## src/rtl/rtc_bus_responder.sv

```systemverilog
// Register-file responder for the parallel RTC control bus (ChipSelect/Read/Write/AoD).
// Stands in for the RTC chip: an address-phase write latches addr_q, and data-phase accesses use it.
module rtc_bus_responder #(
    parameter int         DEPTH     = 64,
    parameter logic [7:0] RESET_VAL = 8'h00
) (
    input  logic       clk,
    input  logic       reset,
    input  logic       ChipSelect,
    input  logic       Read,
    input  logic       Write,
    input  logic       AoD,
    input  logic [7:0] data_in,
    output logic [7:0] data_out,
    output logic       data_oe,
    output logic [7:0] addr_q,
    output logic [7:0] err_count
);

    localparam int AW = (DEPTH > 1) ? $clog2(DEPTH) : 1;

    typedef enum logic [2:0] {
        IDLE,
        SEL,
        WR_ADDR,
        WR_DATA,
        RD,
        ERR
    } state_t;

    state_t     state;
    state_t     next_state;
    logic       cs_q;
    logic       rd_q;
    logic       wr_q;
    logic       aod_q;
    logic [7:0] din_q;
    logic [7:0] wr_data;
    logic [7:0] rd_value;
    logic       in_range;
    logic       commit;
    logic [7:0] mem [DEPTH];

    // Bus inputs are asynchronous to clk; every decision below uses only these sampled copies.
    // NOTE: sequential state always uses non-blocking assignments so every flop samples pre-edge values.
    always_ff @(posedge clk or negedge reset) begin
        if (!reset) begin
            cs_q    <= 1'b1;
            rd_q    <= 1'b1;
            wr_q    <= 1'b1;
            aod_q   <= 1'b1;
            din_q   <= 8'hFF;
            wr_data <= 8'h00;
        end else begin
            cs_q  <= ChipSelect;
            rd_q  <= Read;
            wr_q  <= Write;
            aod_q <= AoD;
            din_q <= data_in;
            if (!wr_q) begin
                wr_data <= din_q;
            end
        end
    end

    // NOTE: every path assigns next_state (default first), so no latch is inferred.
    always_comb begin
        next_state = IDLE;
        if (cs_q) begin
            next_state = IDLE;
        end else if (!rd_q && !wr_q) begin
            next_state = ERR;
        end else if (!rd_q) begin
            next_state = RD;
        end else if (!wr_q) begin
            next_state = aod_q ? WR_DATA : WR_ADDR;
        end else begin
            next_state = SEL;
        end
    end

    assign in_range = ({1'b0, addr_q} < 9'(DEPTH));

    always_comb begin
        rd_value = 8'h00;
        if (!aod_q) begin
            rd_value = addr_q;
        end else if (in_range) begin
            rd_value = mem[addr_q[AW-1:0]];
        end
    end

    // A write commits only when the strobe rises while still selected; a chip-select rise aborts it.
    assign commit = ((state == WR_ADDR) || (state == WR_DATA)) && wr_q && !cs_q;

    always_ff @(posedge clk or negedge reset) begin
        if (!reset) begin
            state     <= IDLE;
            data_out  <= 8'h00;
            data_oe   <= 1'b0;
            addr_q    <= 8'h00;
            err_count <= 8'h00;
        end else begin
            state    <= next_state;
            data_oe  <= (next_state == RD);
            data_out <= (next_state == RD) ? rd_value : 8'h00;
            if (commit && (state == WR_ADDR)) begin
                addr_q <= wr_data;
            end
            if ((next_state == ERR) && (state != ERR) && (err_count != 8'hFF)) begin
                err_count <= err_count + 8'h01;
            end
        end
    end

    // NOTE: the register file is reset explicitly because the bus master expects known contents
    // after reset; this keeps it in flops rather than block RAM.
    always_ff @(posedge clk or negedge reset) begin
        if (!reset) begin
            for (int i = 0; i < DEPTH; i++) begin
                mem[i] <= RESET_VAL;
            end
        end else if (commit && (state == WR_DATA) && in_range) begin
            mem[addr_q[AW-1:0]] <= wr_data;
        end
    end

endmodule
```

## config.mk

```make
export PLATFORM = sky130hd
export DESIGN_NAME = rtc_bus_responder
export DESIGN_NICKNAME = d
export VERILOG_FILES = /design/src/rtl/rtc_bus_responder.sv
export SDC_FILE = /design/constraint.sdc
export NUM_CORES = 1
export LEC_CHECK = 0
export BUFFER_PORTS_ARGS = -buffer_cell sky130_fd_sc_hd__buf_2
export CAP_MARGIN = 20
export CORE_MARGIN = 3
export CORE_UTILIZATION = 46
export DETAILED_ROUTE_END_ITERATION = 8
export PLACE_DENSITY = 0.75
export SYNTH_ARGS = -nofsm -noshare
export SYNTH_HDL_FRONTEND = slang
export SYNTH_SLANG_ARGS = --single-unit
```

## constraint.sdc

```tcl
create_clock -name clk -period 2.2 [get_ports clk]
set_input_delay 0.33 -clock clk [delete_from_list [all_inputs] [get_ports clk]]
set_output_delay 0.33 -clock clk [all_outputs]
set_load 0.05 [all_outputs]
```

==> summary.md <==
| Metric | Value |
|---|---|
| Outcome | finished with violations |
| Failing checks | negative setup slack |
| Async S/R FF share, synth | 100.0% |
| IO Port Bufs | 38 |
| Synthesized Nets | 1833 |
| Longest Clk Path Bufs | 3 |
| Syn avg cell area | 13.87 um^2 |
| Critical Path Sink Type | flip-flop |
| Area of the core | 54030 um^2 |
| Routed WL | 67490 um |
| Max cap viols | 0 |
| Worst setup margin | -0.1234 ns |
| All-Layer GR Usage | 23.18% |
| Remaining antenna violation count | 0 |
| Area growth, synth to finish | 22.83% |
| R2R cell count | 9 |
| # IOs | 39 |
| DR pass1 iterations | 5 |
| Routability Congestion | 0.9042 |
| Largest fanout on the critical path | 8 |
| DR WL met2 | 32180 um |
| Final Setup Violations | 8 |
| Die height | 240.1 um |
| Clock slew at the register clock pins of the worst setup and hold paths | 0.06 ns |
| Wire per inst | 24.85 um |
| Post-layout nets | 1994 |
| Worst-margin pin slew | 0.8116 ns |
| TritonCTS clock tree | built |
| Post-synthesis sequential area ratio | 55.64% |
| Worst skew pair latency | 0.62 ns |
| Std cell rows | 85 |
| Worst EP required | 2.67 ns |
| Top cells by count, synth | dfrtp_1, mux2_2, a221o_1, mux2i_1, clkbuf_1 |
| Max Transition Viols Final | 0 |
| Cells after Synth | 1818 |
| Post-Syn Area | 25210 um^2 |
| Via Count | 16900 |
| Hold Vio Cnt, Final | 0 |
| Setup CP Type | reg2reg |
| Iter 0 DRT Violations | 1456 |
| Area share of the largest cell type after synthesis | 54.39% |
| Total die area | 57660 um^2 |
| Avg Vias per Cell | 6.221 |
| Global route overflow | 0 |
| Worst hold margin | 0.2366 ns |
| Top layer in use | met4 |
| Total inserted antenna cells | 0 |
| CTS root buffer | clkbuf_16 |
| Yosys warns | 0 |
| Max Clk Rate | 430.4 MHz |
| Hold Crit Class | in2async |
| Fin crit share | 105.6% |
| CTS Buf Count | 56 |
| Setup total negative slack | -0.6354 ns |
| Starting density of the core | 46.67% |
| Maximum VDD drop | 0.7338 mV |
| Ranking of synthesized cells by area | dfrtp_1, mux2_2, a221o_1 |
| H-tree levels | 2 |
| Post-DP HPWL | 42470 um |
| Met3 WL post-DR | 4149 um |
| Setup crit start kind | flip-flop |
| Critical Path AT | 2.80 ns |
| Register bit total from synthesis | 560 |
| RSZ-0062 raised after global routing | yes |
| Slew headroom | 45.89% |
| Die W | 240.1 um |
| Min Tclk post-route | 2.323 ns |
| R2R Setup Slk | -0.12 ns |
| Power per cell area | 822.8 nW/um^2 |
| Leak Pwr | 0.01454 uW |
| Largest net degree at the start of global routing | 72 |
| Max Clock Skew | 0.01389 ns |
| Ys flop type | dfrtp_1 |
| DRC | 0 |
| Initial antenna violation count | 0 |
| Fillers | 4046 |
| Met1 WL | 28670 um |
| Vias in the first global route | 17850 |
| Post-synth EDFFs | 0 |
| Share of layout cells above drive strength 1 | 50.05% |
| First-pass GRT wire length | 104100 um |
| Yosys cell types | 46 |
| Most frequent cell after synthesis | dfrtp_1 |
| Clock sinks | 560 |
| Cell taking the most area after synthesis | dfrtp_1 |
## logic make-up (layout without fill, tap and decap cells)
| logic type | after synthesis | count (layout) | synth area share, % |
|---|---|---|---|
| buffers and inverters | 154 | 356 | 2.496 |
| AO/OA/AOI/OAI | 300 | 300 | 8.992 |
| adder cells (fa/ha/maj) | 1 | 1 | 0.04961 |
| XOR/XNOR | 7 | 7 | 0.2432 |
| AND/OR/NAND/NOR | 140 | 140 | 3.920 |
| multiplexers | 656 | 656 | 28.66 |
| flip-flops | 560 | 560 | 55.64 |
## through the flow
stage          utilization (%)  cells  instance area, um^2  power, uW  worst slack, ns
2_1_floorplan                -   1818                25220      13470          0.02380
3_3_place_gp             51.25   2569                27690      15500          -0.2268
3_5_place_dp             51.25   2569                27690      15580          -0.2491
4_1_cts                  56.03   2702                30270      25210         -0.07304
5_1_grt                  57.32   2716                30970      26290          -0.1788
6_report                 57.32   2716                30970      25480          -0.1234
## registers in the layout (all words and copies together), names as in the netlist
signal and flops:
state 3, data_out 8, mem 512, din_q 8, addr_q 8, err_count 8
wr_data 8, wr_q 1, rd_q 1, aod_q 1, data_oe 1, cs_q 1
## report_power, final
| group | leakage (uW) | internal (uW) | switching (uW) |
|---|---|---|---|
| Combinational | 0.00593 | 2170 | 3200 |
| Clock | 0.000883 | 5370 | 3960 |
| Sequential | 0.00772 | 10500 | 280 |
| Total | 0.0145 | 18000 | 7440 |
## cells in the final DEF, fill, tap and decap left out, drive strengths merged, types with 2 or more instances in the layout
cell type / synthesis / final
inv: 2 / 5
and3b: 2 / 2
nor3: 4 / 4
nand3: 4 / 4
nand4: 2 / 2
clkbuf: 107 / 90
xnor2: 6 / 6
and3: 4 / 4
a221o: 128 / 128
o21ai: 9 / 9
or2: 2 / 2
a21oi: 65 / 65
dlygate4sd3: 0 / 13
nor2: 44 / 44
mux2: 528 / 528
buf: 45 / 240
nand2: 47 / 47
nand2b: 3 / 3
and2: 4 / 4
nor2b: 4 / 4
o22ai: 96 / 96
nor4: 8 / 8
clkinv: 0 / 6
mux2i: 128 / 128
nor3b: 2 / 2
dfstp: 12 / 12
nand3b: 5 / 5
dfrtp: 548 / 548
## cell type report
cell class	count	area [um^2]	area share, %
inverters	2	7.507	0.02424
repair buffers	255	2968	9.583
flip-flops and latches	560	14050	45.36
clock buffers	89	1697	5.478
clock inverters	10	92.59	0.2990
well taps	696	870.8	2.812
multi-input cells	1104	11290	36.44
## per-layer routing
metal  up-vias  GRT usage, %
met3       165         4.313
met2       601         37.26
met5         -             0
li1       7127             -
met4         0         8.980
met1      9002         31.40
## path summary, 6_finish.rpt
check                      startpoint           to
hold / removal                  reset     mem[164]
setup / recovery            addr_q[2]  data_out[7]
setup reg to reg            addr_q[2]  data_out[7]
hold reg to reg               mem[62]      mem[62]
min in group clk           data_in[2]     din_q[2]
max in group asynchronous       reset      mem[57]
## worst max-delay path, stage by stage, from the launching register on
cell and delay (ns):
dfrtp_4 0.56, buf_12 0.18, buf_8 0.15, buf_16 0.14
a221o_1 0.30, a21oi_2 0.20, o22ai_2 0.11, nor4_2 0.30
buf_4 0.18, o21ai_0 0.07
## repair_timing
| action | 4_1_cts | 5_1_grt |
|---|---|---|
| gates resized for setup | 82 | 101 |
| hold buffers | 13 | 0 |
| setup endpoints to repair | 365 | 319 |
| endpoints found under the hold margin | 47 | 0 |
| setup buffers | 20 | 13 |
| cloned | 3 | 1 |
| pin swaps | 21 | 25 |
No activity file was read; power rests on OpenSTA's default activity.
